[src/rtl/vending_core_param_pkg.sv]
// Shared definitions for the parametrised vending core: FSM state encoding
// and default parameter values.
package vending_core_param_pkg;

    typedef enum logic [1:0] {
        ST_IDLE     = 2'd0,
        ST_ACTIVE   = 2'd1,
        ST_DISPENSE = 2'd2,
        ST_RETURN   = 2'd3
    } state_t;

    localparam int DEF_NUM_ITEMS   = 4;
    localparam int DEF_NUM_COINS   = 3;
    localparam int DEF_VALUE_BITS  = 16;
    localparam int DEF_TOTAL_BITS  = 31;
    localparam int DEF_WAIT_CYCLES = 100;

endpackage

[src/rtl/vending_core_param_change_select.sv]
// Greedy change selector: picks the largest coin not exceeding the balance,
// or flags completion when even the smallest coin no longer fits.
module vending_change_select
    import vending_core_param_pkg::*;
#(
    parameter int NUM_COINS  = DEF_NUM_COINS,
    parameter int VALUE_BITS = DEF_VALUE_BITS,
    parameter int TOTAL_BITS = DEF_TOTAL_BITS
) (
    input  logic [TOTAL_BITS-1:0]           balance,
    input  logic [NUM_COINS*VALUE_BITS-1:0] coin_value,
    output logic [NUM_COINS-1:0]            coin_onehot,
    output logic [TOTAL_BITS-1:0]           coin_amt,
    output logic                            done
);

    localparam int CMP_W = (TOTAL_BITS > VALUE_BITS ? TOTAL_BITS : VALUE_BITS) + 1;

    logic [CMP_W-1:0] bal_ext;
    logic [CMP_W-1:0] val_ext;

    always_comb begin
        bal_ext     = CMP_W'(balance);
        val_ext     = '0;
        coin_onehot = '0;
        coin_amt    = '0;
        // Ascending scan: the last coin that fits is the highest one.
        for (int k = 0; k < NUM_COINS; k++) begin
            val_ext = CMP_W'(coin_value[k*VALUE_BITS +: VALUE_BITS]);
            if (val_ext <= bal_ext) begin
                coin_onehot    = '0;
                coin_onehot[k] = 1'b1;
                coin_amt       = TOTAL_BITS'(val_ext);
            end
        end
        done = bal_ext < CMP_W'(coin_value[0 +: VALUE_BITS]);
    end

endmodule

[src/rtl/vending_core_param.sv]
// Parametrised vending-machine core: balance register, IDLE/ACTIVE/DISPENSE/
// RETURN FSM with inactivity timer, per-item availability and greedy change.
module vending_core_param
    import vending_core_param_pkg::*;
#(
    parameter int NUM_ITEMS   = DEF_NUM_ITEMS,
    parameter int NUM_COINS   = DEF_NUM_COINS,
    parameter int VALUE_BITS  = DEF_VALUE_BITS,
    parameter int TOTAL_BITS  = DEF_TOTAL_BITS,
    parameter int WAIT_CYCLES = DEF_WAIT_CYCLES
) (
    input  logic                            clk,
    input  logic                            reset_n,
    input  logic [NUM_COINS-1:0]            i_input_coin,
    input  logic [NUM_ITEMS-1:0]            i_select_item,
    input  logic                            i_trigger_return,
    input  logic [NUM_ITEMS*VALUE_BITS-1:0] item_price,
    input  logic [NUM_COINS*VALUE_BITS-1:0] coin_value,
    output logic [NUM_ITEMS-1:0]            o_available_item,
    output logic [NUM_ITEMS-1:0]            o_output_item,
    output logic [NUM_COINS-1:0]            o_return_coin,
    output logic [TOTAL_BITS-1:0]           o_current_total,
    output logic                            o_coin_reject,
    output logic                            o_busy
);

    // Wide enough for balance plus every coin at once, and for any price.
    localparam int ACC_W   = (TOTAL_BITS > VALUE_BITS ? TOTAL_BITS : VALUE_BITS) + NUM_COINS + 1;
    localparam int TIMER_W = $clog2(WAIT_CYCLES + 1);
    localparam logic [ACC_W-1:0]   MAX_TOTAL = {{(ACC_W-TOTAL_BITS){1'b0}}, {TOTAL_BITS{1'b1}}};
    localparam logic [TIMER_W-1:0] TIMER_RELOAD = TIMER_W'(WAIT_CYCLES);

    state_t                state;
    logic [TOTAL_BITS-1:0] balance;
    logic [TIMER_W-1:0]    timer;

    logic [ACC_W-1:0]      add;
    logic [ACC_W-1:0]      sum_acc;
    logic                  accepting;
    logic                  coin_ok;
    logic                  coin_rej;
    logic [TOTAL_BITS-1:0] credited;
    logic [NUM_ITEMS-1:0]  avail;
    logic [NUM_ITEMS-1:0]  hit;
    logic [NUM_ITEMS-1:0]  sel_onehot;
    logic [ACC_W-1:0]      sel_price;
    logic [TOTAL_BITS-1:0] after_sale;

    logic [NUM_COINS-1:0]  chg_onehot;
    logic [TOTAL_BITS-1:0] chg_amt;
    logic                  chg_done;

    always_comb begin
        add = '0;
        for (int k = 0; k < NUM_COINS; k++) begin
            if (i_input_coin[k]) begin
                add = add + ACC_W'(coin_value[k*VALUE_BITS +: VALUE_BITS]);
            end
        end
        sum_acc   = ACC_W'(balance) + add;
        accepting = (state == ST_IDLE) || (state == ST_ACTIVE);
        coin_ok   = (|i_input_coin) && accepting && (sum_acc <= MAX_TOTAL);
        coin_rej  = (|i_input_coin) && !coin_ok;
        credited  = coin_ok ? TOTAL_BITS'(sum_acc) : balance;
    end

    always_comb begin
        avail = '0;
        for (int i = 0; i < NUM_ITEMS; i++) begin
            avail[i] = (state == ST_ACTIVE) &&
                       (ACC_W'(balance) >= ACC_W'(item_price[i*VALUE_BITS +: VALUE_BITS]));
        end
        hit        = i_select_item & avail;
        sel_onehot = '0;
        sel_price  = '0;
        // Descending scan so the lowest requested index is the one kept.
        for (int i = NUM_ITEMS - 1; i >= 0; i--) begin
            if (hit[i]) begin
                sel_onehot    = '0;
                sel_onehot[i] = 1'b1;
                sel_price     = ACC_W'(item_price[i*VALUE_BITS +: VALUE_BITS]);
            end
        end
        after_sale = TOTAL_BITS'(ACC_W'(credited) - sel_price);
    end

    vending_change_select #(
        .NUM_COINS  (NUM_COINS),
        .VALUE_BITS (VALUE_BITS),
        .TOTAL_BITS (TOTAL_BITS)
    ) u_change (
        .balance     (balance),
        .coin_value  (coin_value),
        .coin_onehot (chg_onehot),
        .coin_amt    (chg_amt),
        .done        (chg_done)
    );

    always_ff @(posedge clk or negedge reset_n) begin
        if (!reset_n) begin
            state         <= ST_IDLE;
            balance       <= '0;
            timer         <= '0;
            o_output_item <= '0;
            o_return_coin <= '0;
            o_coin_reject <= 1'b0;
        end else begin
            o_output_item <= '0;
            o_return_coin <= '0;
            o_coin_reject <= coin_rej;
            case (state)
                ST_IDLE: begin
                    if (coin_ok) begin
                        balance <= credited;
                        timer   <= TIMER_RELOAD;
                        state   <= ST_ACTIVE;
                    end
                end
                ST_ACTIVE: begin
                    if (|hit) begin
                        balance       <= after_sale;
                        timer         <= TIMER_RELOAD;
                        o_output_item <= sel_onehot;
                        state         <= ST_DISPENSE;
                    end else begin
                        if (coin_ok) begin
                            balance <= credited;
                            timer   <= TIMER_RELOAD;
                        end else if (timer != '0) begin
                            timer <= timer - TIMER_W'(1);
                        end
                        // A coin accepted on the expiry cycle restarts the wait.
                        if (i_trigger_return || (timer == '0 && !coin_ok)) begin
                            state <= ST_RETURN;
                        end
                    end
                end
                ST_DISPENSE: begin
                    state <= ST_ACTIVE;
                end
                ST_RETURN: begin
                    if (chg_done) begin
                        balance <= '0;
                        state   <= ST_IDLE;
                    end else begin
                        o_return_coin <= chg_onehot;
                        balance       <= balance - chg_amt;
                    end
                end
                default: state <= ST_IDLE;
            endcase
        end
    end

    assign o_available_item = avail;
    assign o_current_total  = balance;
    assign o_busy           = (state == ST_DISPENSE) || (state == ST_RETURN);

endmodule

[config.mk]
export PLATFORM = sky130hd
export DESIGN_NAME = vending_core_param
export DESIGN_NICKNAME = d
export VERILOG_FILES = /design/src/rtl/vending_core_param_pkg.sv /design/src/rtl/vending_core_param_change_select.sv /design/src/rtl/vending_core_param.sv
export SDC_FILE = /design/constraint.sdc
export NUM_CORES = 1
export LEC_CHECK = 0
export CORE_ASPECT_RATIO = 1.75
export CORE_MARGIN = 1
export CORE_UTILIZATION = 45
export CTS_BUF_LIST = sky130_fd_sc_hd__clkbuf_4 sky130_fd_sc_hd__clkbuf_8
export DETAILED_ROUTE_END_ITERATION = 10
export GPL_ROUTABILITY_DRIVEN = 0
export PLACE_DENSITY = 0.68
export RECOVER_POWER = 25
export SYNTH_ARGS = -nofsm -noshare
export SYNTH_HDL_FRONTEND = slang
export SYNTH_SLANG_ARGS = --single-unit
[constraint.sdc]
create_clock -name clk -period 6.9 [get_ports clk]
set_input_delay 0.69 -clock clk [delete_from_list [all_inputs] [get_ports clk]]
set_output_delay 0.69 -clock clk [all_outputs]
set_load 0.01 [all_outputs]
==> summary.txt, run 1 <==
Detailed Route WL -> 42,950 µm
Worst Skew -> 0.02829 ns
Sw Pwr -> 3.706 mW
Least-Margin Pin Slew -> 3.104 ns
CP startpoint -> coin_value[17]
maximum clock frequency -> 119.5 MHz
Yosys reg bits -> 48
H-tree Lvls -> 2
DRT antenna net count -> 0
Detailed Route Iter0 Violations -> 784
Vias per Instance -> 5.972
max-slew violation count -> 49
Worst Setup Path Type -> primary input to register
final setup violation count -> 26
Crit-path slowest cell -> a2111oi_4
syn_nets -> 1,810
Synth cell types -> 79
Post-Syn Area per Cell -> 7.467 µm²
overall routing resource usage -> 33.46%
Die X-Extent -> 120.8 µm
Worst-path clk slew -> 0.11 ns
clk sink count -> 48
hold-fix buffers at CTS -> 0
Worst EP required -> 7.14 ns
Initial Util -> 46.10%
I/O pin total -> 166
met2 GRT Util -> 63.11%
yosys warns -> 0
DR pass1 iterations -> 7
P per Cell Area -> 457.0 nW/µm²
Sw Share -> 49.27%
post-synth top area cell -> ha_1
HP Start -> timer[6]
Mapped Area -> 11,120 µm²
fin crit share -> 121.3%
RR Endpoint -> o_current_total[28]
min setup slack post-route -> -1.470 ns
unrepaired setup endpoints after global routing -> true
largest net degree at the start of global routing -> 49
Clk pwr share -> 3.6%
met1 global-route usage -> 33.96%
Worst Reg-to-Reg Cells -> 26
Post-synth top flop -> dfrtp_1
Hold Slack -> 0.5174 ns
Startpoint Class -> primary input
Worst Path Arrival -> 8.61 ns
Worst-Skew Late Latency -> 0.36 ns
Max FO, Critical Path -> 6
Multi-input gate area -> 9991 µm²
DRC viols -> 0
register area -> 1201 µm²
Die ar. -> 25,360 µm²
maximum root-to-sink buffer count -> 2
share of layout cells above drive strength 1 -> 26.27%
CP endpoint -> o_current_total[25]
Pint -> 3.816 mW
CP max stage delay -> 0.39 ns
post-synthesis sequential area ratio -> 10.80%
first-pass GRT wire length -> 67,340 µm
Layout fillers -> 2,003
RR Startpoint -> o_current_total[13]
Num CTS Buffers -> 5
max-cap violations -> 1
Synth Instances -> 1,489
Area Growth Syn to Fin -> 48.03%
grt total ovfl -> 0
M3 GR Usage -> 2.462%
clk root buf -> clkbuf_8
R2R Setup Slk -> 0.31 ns
DR vias -> 13,455
fin nets -> 2,265
failing checks -> max-capacitance violations, max-slew violations, negative setup slack
post-DP HPWL -> 34,440 µm
CTS tree -> built
routed length per instance -> 19.06 µm
Rel. slew slack -> -106.9%
FP Rows -> 75
Post-synth EDFFs -> 0
Synth area leaders -> ha_1 (22%), dfrtp_1 (11%), xnor2_1 (4.6%)
LEAKAGE -> 7.786 nW
peak supply drop -> 0.2293 mV
diode count -> 0
Min-Delay Path Class -> register to register
Die Y -> 209.9 µm
Std-Cell Core Area -> 24,120 µm²
final hold violation count -> 0
min cycle time layout -> 8.370 ns
PortBufs -> 165
grt peak-use layer -> met2
Seq pwr share -> 8.3%
Async S/R FF share, synth -> 100.0%
status -> complete, but fails checks
Placement Setup Slack -> -2.618 ns
Comb pwr share -> 88.0%
share of the synthesized area in the top cell type -> 21.83%
vias in the first global route -> 13,999
initial antenna violation count -> 0
CP Capture Type -> register
## stage by stage
| step | area, µm² | cells | total power [mW] | TNS [ns] | utilization [%] |
|---|---|---|---|---|---|
| final | 16460 | 2253 | 7.522 | -27.15 | 68.24 |
| after global routing | 16460 | 2253 | 8.056 | -37.01 | 68.24 |
| after CTS | 16150 | 2244 | 7.020 | -24.29 | 66.98 |
| after detailed placement | 15410 | 2207 | 6.288 | -62.01 | 63.90 |
| after global placement | 15410 | 2207 | 6.158 | -53.99 | 63.90 |
| after floorplan | 11370 | 1489 | 4.011 | -42.81 | - |
## worst max-delay path, delay by kind of cell
family / cells / cell delay, ns
AND/OR/NAND/NOR: 14 / 2.43
XOR/XNOR: 3 / 0.40
buffers and inverters: 6 / 1.05
multiplexers: 1 / 0.28
adder cells (fa/ha/maj): 4 / 1.21
AO/OA/AOI/OAI: 13 / 2.54
## cell usage after synthesis (5+ instances only)
cell type	n
a221oi_1	10
nand3_1	43
fa_1	5
a211o_1	5
nor3_1	38
o21bai_1	8
nand2_1	131
and4_1	5
xor2_1	45
nor2_1	120
and3_1	20
a21oi_1	98
or2_2	9
a22oi_1	16
o31ai_1	9
a22o_1	16
nor2b_1	21
o22ai_1	7
nand4_1	25
nor4_1	11
o21a_1	23
xnor2_1	58
clkbuf_1	52
inv_1	113
a211oi_1	26
o221ai_1	13
mux2_2	16
o21ai_0	81
dfrtp_1	48
and2_1	13
o2111ai_1	6
ha_1	194
a21o_1	41
a21boi_0	5
a31o_2	8
a31oi_1	17
nand2b_1	16
mux2i_1	31
o211ai_1	15
## power by group through the flow
stage / logic (mW) / registers (mW) / clock network, mW
after floorplan: 3.40 / 0.610 / 0
after global placement: 5.54 / 0.622 / 0
after detailed placement: 5.67 / 0.622 / 0
after CTS: 6.13 / 0.619 / 0.272
after global routing: 7.14 / 0.642 / 0.278
final: 6.62 / 0.626 / 0.273
## layer usage
metal | part of all wire (%) | vias to the layer above
met5 | 0 | -
met4 | 7.4 | 0
li1 | - | 6401
met1 | 36 | 6316
met2 | 52 | 539
met3 | 4.3 | 199
## sequential cells by signal, indices dropped and copies added, names as in the netlist
signal,flops
o_coin_reject,1
o_current_total,31
o_output_item,4
o_return_coin,3
state,2
timer,7
## area by class of cell
type / instances / area share, %
Tap cell: 308 / 2.341
Inverter: 114 / 2.676
Clock inverter: 3 / 0.4181
Sequential cell: 48 / 7.298
Timing Repair Buffer: 509 / 26.14
Multi-Input combinational cell: 1266 / 60.70
Clock buffer: 5 / 0.4181
## how the worst min path moves through the flow
stage,to,slack [ns],cells past startpoint
floorplan,o_coin_reject,0.39,0
global placement,timer[6],0.49,2
detailed placement,timer[6],0.49,2
CTS,o_current_total[29],0.49,2
global route,timer[5],0.56,2
finish,timer[6],0.52,2
## what timing repair did
action / 4_1_cts / 5_1_grt
setup endpoints to repair: 32 / 30
gates resized for setup: 101 / 54
buffers inserted: 29 / 14
gates cloned: 1 / 0
pin swaps: 77 / 38
## layout by cell type (no fill, tap or decap), types with 20 or more instances in the layout
cell type,count
nor2_1,116
inv_1,109
a21oi_1,81
nor3_1,35
a21o_1,41
nand4_1,25
xor2_1,43
ha_1,180
o21ai_0,60
clkdlybuf4s50_1,159
o21a_1,23
a211oi_1,24
nand3_1,37
nor2b_1,20
dfrtp_1,48
mux2i_1,30
xnor2_1,54
buf_4,332
nand2_1,124
## cell families (layout without fill, tap and decap cells)
| kind of cell | after synthesis | after routing | synth area share [%] |
|---|---|---|---|
| xor+xnor | 103 | 103 | 8.114 |
| fa+ha+maj | 199 | 199 | 22.73 |
| compound gates | 440 | 440 | 26.86 |
| flops | 48 | 48 | 10.80 |
| simple gates | 477 | 477 | 20.97 |
| buf+inv | 175 | 631 | 6.111 |
| mux | 47 | 47 | 4.411 |
No activity file was read; power rests on OpenSTA's default activity.
==> inputs of run 2 (changes only) <==
--- a/config.mk
+++ b/config.mk
@@ -13,6 +13,7 @@
 export GPL_ROUTABILITY_DRIVEN = 0
 export PLACE_DENSITY = 0.68
 export RECOVER_POWER = 25
+export SETUP_SLACK_MARGIN = 0.1
 export SYNTH_ARGS = -nofsm -noshare
 export SYNTH_HDL_FRONTEND = slang
 export SYNTH_SLANG_ARGS = --single-unit
==> summary.txt, run 2 (same netlist as run 1, synthesis figures left out) <==
RR Startpoint -> o_current_total[13] (unchanged)
Placement Setup Slack -> -2.618 ns (unchanged)
failing checks -> max-capacitance violations, max-slew violations, negative setup slack (unchanged)
Finished Layout Cells -> 2,255 (was 2,253)
Worst Skew -> 0.02640 ns (was 0.02829 ns)
register area -> 1201 µm² (unchanged)
DR vias -> 13,505 (was 13,455)
maximum root-to-sink buffer count -> 2 (unchanged)
unrepaired setup endpoints after global routing -> true (unchanged)
peak supply drop -> 0.2294 mV (was 0.2293 mV)
I/O pin total -> 166 (unchanged)
Area Growth Syn to Fin -> 48.20% (was 48.03%)
commonest non-fill, non-tap cell in the layout -> buf_4 (unchanged)
Startpoint Class -> primary input (unchanged)
min cycle time layout -> 8.293 ns (was 8.370 ns)
Worst Path Arrival -> 8.53 ns (was 8.61 ns)
Hold Slack -> 0.5173 ns (was 0.5174 ns)
Worst-Skew Late Latency -> 0.36 ns (about the same)
Least-Margin Pin Slew -> 3.068 ns (was 3.104 ns)
status -> complete, but fails checks (unchanged)
maximum clock frequency -> 120.6 MHz (was 119.5 MHz)
diode count -> 0 (unchanged)
grt total ovfl -> 0 (unchanged)
max-cap violations -> 1 (unchanged)
CTS tree -> built (unchanged)
routed length per instance -> 18.99 µm (was 19.06 µm)
# placed instances -> 2,207 (unchanged)
Die ar. -> 25,360 µm² (unchanged)
max-slew violation count -> 49 (unchanged)
RR Endpoint -> o_current_total[28] (unchanged)
final setup violation count -> 27 (was 26)
R2R Setup Slk -> 0.39 ns (was 0.31 ns)
Num CTS Buffers -> 5 (unchanged)
final hold violation count -> 0 (unchanged)
P per Cell Area -> 454.5 nW/µm² (was 457.0 nW/µm²)
PortBufs -> 165 (unchanged)
Vias per Instance -> 5.989 (was 5.972)
Rel. slew slack -> -104.5% (was -106.9%)
Worst EP required -> 7.14 ns (about the same)
design area -> 16,480 µm² (was 16,460 µm²)
most used cell, CP -> buf_4
clk root buf -> clkbuf_8 (unchanged)
Layout fillers -> 1,991 (was 2,003)
Largest register FFs -> 31 (unchanged)
Post-DP Area -> 15,410 µm² (unchanged)
Detailed Route Iter0 Violations -> 820 (was 784)
CP startpoint -> coin_value[17] (unchanged)
DRT antenna net count -> 0 (unchanged)
post-DP HPWL -> 34,440 µm (unchanged)
vias in the first global route -> 14,019 (was 13,999)
Die Y -> 209.9 µm (unchanged)
Multi-input gate area -> 9991 µm² (unchanged)
CP endpoint -> o_current_total[25] (unchanged)
Max FO, Critical Path -> 6 (unchanged)
DRC viols -> 0 (unchanged)
largest net degree at the start of global routing -> 49 (unchanged)
Std-Cell Core Area -> 24,120 µm² (unchanged)
H-tree Lvls -> 2 (unchanged)
fin crit share -> 120.2% (was 121.3%)
Worst Reg-to-Reg Cells -> 26 (unchanged)
share of layout cells above drive strength 1 -> 26.55% (was 26.27%)
Detailed Route WL -> 42,830 µm (was 42,950 µm)
min setup slack post-route -> -1.393 ns (was -1.470 ns)
Worst Setup Path Type -> primary input to register (unchanged)
Min-Delay Path Class -> register to register (unchanged)
fin nets -> 2,267 (was 2,265)
Die X-Extent -> 120.8 µm (unchanged)
LEAKAGE -> 7.795 nW (was 7.786 nW)
CP max stage delay -> 0.37 ns (was 0.39 ns)
initial antenna violation count -> 0 (unchanged)
Crit-path slowest cell -> a211o_4 (was a2111oi_4)
overall routing resource usage -> 33.47% (was 33.46%)
clk sink count -> 48 (unchanged)
Initial Util -> 46.10% (unchanged)
FP Rows -> 75 (unchanged)
CP Capture Type -> register (unchanged)
most frequent cells in the layout -> buf_4 (333), ha_1 (180), clkdlybuf4s50_1 (159) (was buf_4 (332), ha_1 (180), clkdlybuf4s50_1 (159))
first-pass GRT wire length -> 67,380 µm (was 67,340 µm)
DR pass1 iterations -> 5 (was 7)
Worst-path clk slew -> 0.11 ns (about the same)
## run 2: worst min path at each step
stage	cells after the start	to	slack (ns)	startpoint
finish	2	timer[6]	0.52	timer[6]
floorplan	0	o_coin_reject	0.39	reset_n
CTS	2	o_current_total[29]	0.49	reset_n
global route	2	timer[5]	0.56	timer[5]
global placement	2	timer[6]	0.49	timer[6]
detailed placement	2	timer[6]	0.49	timer[6]
## run 2: cell type report
cell class,count,area share [%]
sequential,48,7.290
clock inverter,3,0.4176
timing repair buffer,511,26.23
clock buffer,5,0.4176
multi-input combinational,1266,60.63
inverter,114,2.673
tap,308,2.339
## run 2: metal layers
| layer | GRT usage, % | routed length, µm | up-vias |
|---|---|---|---|
| met5 | 0 | 0 | - |
| met4 | 24.65 | 3263 | 0 |
| met3 | 2.570 | 1989 | 198 |
| met2 | 62.84 | 22370 | 557 |
| met1 | 33.89 | 15210 | 6349 |
| li1 | - | - | 6401 |
## run 2: power by group
group | internal [mW] | total, mW | leakage (nW) | switching [mW]
registers | 0.407 | 0.626 | 0.565 | 0.219
logic | 3.25 | 6.59 | 7.16 | 3.34
clock network | 0.146 | 0.271 | 0.0687 | 0.125
## run 2: worst max-delay path, delay by kind of cell
kind,cells,cell delay [ns]
muxes,2,0.62
adders and majority gates,4,1.11
xor gates and xnor gates,3,0.42
AOI/OAI and AO/OA,12,2.19
and+or+nand+nor,13,2.29
buffers and inverters,7,1.19
## run 2: repair_timing
action / 4_1_cts / 5_1_grt
resized for setup: 104 / 51
setup endpoints to repair: 33 / 30
hold buffers: 0 / 0
gates cloned: 1 / 0
pin swaps: 78 / 49
setup buffers: 30 / 12
## run 2: stage by stage
stage                     TNS (ns)  total power [mW]  utilization [%]
after detailed placement    -62.01             6.288            63.90
after floorplan             -42.81             4.011                -
after global routing        -37.24             8.039            68.32
final                       -26.04             7.489            68.32
after CTS                   -24.31             7.043            67.09
after global placement      -53.99             6.158            63.90
